`src/rtl/ram_arbiter.sv`:
```
// Two-port arbiter in front of a single synchronous RAM: round-robin between
// requesters, optional lock for read-modify-write, one-cycle read return.
module ram_arbiter #(
  parameter int ADDR_WIDTH = 16,
  parameter int DATA_WIDTH = 16
) (
  input  logic                  clk,
  input  logic                  reset_,
  input  logic                  req0,
  input  logic                  we0_,
  input  logic [ADDR_WIDTH-1:0] addr0,
  input  logic [DATA_WIDTH-1:0] din0,
  input  logic                  lock0,
  input  logic                  req1,
  input  logic                  we1_,
  input  logic [ADDR_WIDTH-1:0] addr1,
  input  logic [DATA_WIDTH-1:0] din1,
  input  logic                  lock1,
  output logic                  ack0,
  output logic                  ack1,
  output logic                  rvalid0,
  output logic                  rvalid1,
  output logic [DATA_WIDTH-1:0] rdata0,
  output logic [DATA_WIDTH-1:0] rdata1,
  output logic [ADDR_WIDTH-1:0] mem_addr,
  output logic [DATA_WIDTH-1:0] mem_din,
  output logic                  mem_we_,
  input  logic [DATA_WIDTH-1:0] mem_dout
);

  logic last_q, last_d;
  logic rvalid0_q, rvalid0_d;
  logic rvalid1_q, rvalid1_d;

  logic grant_valid;
  logic grant_port;
  logic req_last;
  logic lock_last;

  assign req_last  = last_q ? req1 : req0;
  assign lock_last = last_q ? lock1 : lock0;

  // Lock by the current owner outranks round-robin; a lock on the other port
  // is ignored until that port becomes the owner.
  always_comb begin
    grant_valid = 1'b0;
    grant_port  = 1'b0;
    if (reset_) begin
      if (lock_last && req_last) begin
        grant_valid = 1'b1;
        grant_port  = last_q;
      end else if (req0 && req1) begin
        grant_valid = 1'b1;
        grant_port  = ~last_q;
      end else if (req0) begin
        grant_valid = 1'b1;
        grant_port  = 1'b0;
      end else if (req1) begin
        grant_valid = 1'b1;
        grant_port  = 1'b1;
      end
    end
  end

  assign ack0 = grant_valid && !grant_port;
  assign ack1 = grant_valid && grant_port;

  always_comb begin
    mem_addr = addr0;
    mem_din  = din0;
    mem_we_  = 1'b1;
    if (ack1) begin
      mem_addr = addr1;
      mem_din  = din1;
      mem_we_  = we1_;
    end else if (ack0) begin
      mem_we_  = we0_;
    end
  end

  always_comb begin
    last_d    = grant_valid ? grant_port : last_q;
    rvalid0_d = ack0 && we0_;
    rvalid1_d = ack1 && we1_;
  end

  always_ff @(posedge clk) begin
    if (!reset_) begin
      last_q    <= 1'b1;
      rvalid0_q <= 1'b0;
      rvalid1_q <= 1'b0;
    end else begin
      last_q    <= last_d;
      rvalid0_q <= rvalid0_d;
      rvalid1_q <= rvalid1_d;
    end
  end

  // Read data is shared; only the per-port valid tells who it belongs to.
  assign rvalid0 = rvalid0_q;
  assign rvalid1 = rvalid1_q;
  assign rdata0  = mem_dout;
  assign rdata1  = mem_dout;

endmodule

```
`config.mk`:
```
export PLATFORM = sky130hd
export DESIGN_NAME = ram_arbiter
export DESIGN_NICKNAME = d
export VERILOG_FILES = /design/src/rtl/ram_arbiter.sv
export SDC_FILE = /design/constraint.sdc
export NUM_CORES = 1
export LEC_CHECK = 0
export CORE_MARGIN = 1
export CORE_UTILIZATION = 22
export CTS_BUF_LIST = sky130_fd_sc_hd__clkbuf_4
export DETAILED_ROUTE_END_ITERATION = 6
export PLACE_DENSITY_LB_ADDON = 0.2
export SLEW_MARGIN = 10
export SYNTH_ARGS = -nofsm -noshare
export SYNTH_HDL_FRONTEND = slang
export SYNTH_SLANG_ARGS = --single-unit
```
`constraint.sdc`:
```
create_clock -name clk -period 2.49 [get_ports clk]
set_input_delay 0.498 -clock clk [delete_from_list [all_inputs] [get_ports clk]]
set_output_delay 0.498 -clock clk [all_outputs]
set_load 0.05 [all_outputs]
```
==> out/metrics.cfg <==
[sta]
fin_crit_ns=2.47
tightest_slew_ns=0.517
hold_viol=0
finClkSkew_ns=0.0110
fmaxAchievable_mhz=405
grt_setup_unrepaired=true
fin_crit_sh=0.993
slew_violations=0
setup_viol=0
relSlewSlack=0.654

[status]
outcome=finished clean

[synthesis]
yosys.cell_types.count=15
yosysMostFrequentCell=buf_4
ys_top_cells_by_area=mux2_2 (41%), buf_4 (29%), dfxtp_1 (7.3%)
syn-num-nets=179
syn_area_sq_um=823
synthCells=91
synth_seq_cells=3
yosysWarnings=0
synth_edf_count=0
synth_common_cells=buf_4 (32), mux2_2 (30), nand2_1 (5)
synth.top_cell.area_share=0.410
synth_area_per_cell_sq_um=9.05
async_flop_share=0
synth-main-ff-cell=dfxtp_1
yosysTopAreaCell=mux2_2
ys_seq_area_frac=0.0729

[setup_path]
cp_slowest_cell=mux2_4
arrival_ns=1.97
r2r-start=last_q
path_max_fanout=7
rr_endpoint=rvalid1
crit_chain=clkdlybuf4s15_2 -> or2_4 -> a31oi_4 -> buf_6 -> buf_12 -> buf_12 -> mux2_4 -> buf_8
reg2reg_depth=5
required_ns=1.99
cp_num_buf_inv=5
r2r_slack_ns=1.25
start_kind=primary input
crit_type=primary input to output pin
cp_slowest_stage_delay_ns=0.31
cpMostUsedCell=buf_12
cp_top_family=buffers and inverters
end_kind=output pin

[floorplan]
die_y_um=63.2
fp.dieW_um=63.2
io_pins=157
rows=21
core_area_sq_mm=0.00347
die_area_sq_mm=0.00399
initial_core_util=0.237

[min_path]
hold_depth=2
hp-start=last_q
min-delay-path-class=register to register
min_to=last_q

[clocking]
cts_buffers=3
root_buffer=clkbuf_4
h-tree-depth=1
clk_latency_ns=0.25
clk_pin_slew_ns=0.04
cts_buffer_depth=2
cts_sinks=3
cts_tree=done

[final_layout]
n_fill_cell=288
nets=273
area_growth_pct=155
drive_above_1_share=0.489
diodes=0
fin_util=0.605

[routing]
num_vias=1037
wl_met2_um=1990
wire_per_inst_um=16.7
drtAntennaViolNets=0
maxUsedRoutingLayer=met4
routed_via_density=4.51
finalWirelength_um=3830
wl_met3_um=448
met1_length_um=1330
drc=0
dr.pass1.iters=4
drt_iter0_markers=15

[run]
cap_violations=0

[global_route]
grt_use_total=0.186
grt_pass1_vias=1068
antenna_found_initial=0
grt_max_degree=13
overflow=0
grt_pass1_wl_um=5660

[placed_design]
routabilityCongestion=0.764
io_buffers=108
dp_hpwl_um=2600

[power_and_ir_drop]
power_per_cell_area_mw_per_mm2=338
power_uw=709
ir_drop_mv=0.168
leakage_uw=0.000909

-- cell usage in the layout, fill, tap and decap left out, types with 3 or more instances in the layout --
cell type	Yosys	layout
buf_8	0	19
clkdlybuf4s50_1	0	68
clkbuf_4	0	4
nand2_1	5	3
mux2_4	0	18
a21oi_1	3	3
buf_12	0	4
buf_4	32	14
inv_1	3	3
dfxtp_1	3	3
dlygate4sd2_1	0	4
buf_6	3	12
mux2_2	30	12
-- state kept, by name (all words and copies together) (netlist names) --
name     flops
rvalid0      1
last_q       1
rvalid1      1
-- how the worst max path moves through the flow --
stage                     depth (start not counted)  slack (ns)  startpoint          end
after floorplan                                   3        0.18       lock1      mem_we_
after global placement                            6       -0.12       lock0   mem_din[7]
after detailed placement                          6       -0.16       lock0   mem_din[7]
after CTS                                         7       -0.04       lock0   mem_din[7]
after global routing                              8       -0.02       lock0  mem_addr[2]
final                                             8        0.02       lock0  mem_addr[2]
-- cells by family (layout without fill, tap and decap cells) --
group	after synthesis	after routing	synth area share
AO/OA/AOI/OAI	9	9	0.0866
buffers and inverters	38	131	0.347
multiplexers	32	32	0.438
AND/OR/NAND/NOR	9	9	0.0562
flip-flops	3	3	0.0730
-- layer usage --
metal | vias to the layer above | track usage
met5 | - | 0
met4 | 0 | 0.0653
met3 | 12 | 0.0580
met2 | 90 | 0.353
met1 | 467 | 0.188
li1 | 468 | -
-- area by class of cell --
| cell class | count | area, sq um | area share |
|---|---|---|---|
| Tap cell | 46 | 57.6 | 0.0274 |
| Timing Repair Buffer | 124 | 1390 | 0.662 |
| Clock buffer | 4 | 30.0 | 0.0143 |
| Multi-Input combinational cell | 50 | 551 | 0.263 |
| Sequential cell | 3 | 60.1 | 0.0286 |
| Inverter | 3 | 11.3 | 0.00537 |
-- worst min-delay path: cells and delay by family (launching register included) --
family,cells,cell delay [ns]
flip-flops,1,0.35
AO/OA/AOI/OAI,2,0.20
-- per-stage QoR --
step / std cells / cell area, sq um / setup TNS (ns) / hold slack (ns) / setup slack (ns)
6_report: 230 / 2100 / 0 / 0.605 / 0.0184
5_1_grt: 230 / 2100 / -0.147 / 0.643 / -0.0220
4_1_cts: 230 / 2090 / -0.221 / 0.599 / -0.0394
3_5_place_dp: 219 / 1710 / -4.56 / 0.589 / -0.156
3_3_place_gp: 219 / 1710 / -3.31 / 0.558 / -0.119
2_1_floorplan: 91 / 823 / 0 / 0.528 / 0.176
-- report_power, final --
group | leakage (uW) | switching (uW) | internal, uW | total [uW]
clock network | 0.0000184 | 33.3 | 71.5 | 105
registers | 0.0000247 | 2.11 | 50.7 | 52.8
logic | 0.000866 | 262 | 289 | 551
-- repair_timing --
item	in CTS	in global routing
pin swaps	2	2
endpoints found under the hold margin	0	0
buffers inserted	4	0
cloned	3	0
gates resized for setup	77	3
endpoints found under the setup margin	32	19
hold buffers	0	0
(Power assumes the default switching activity.)
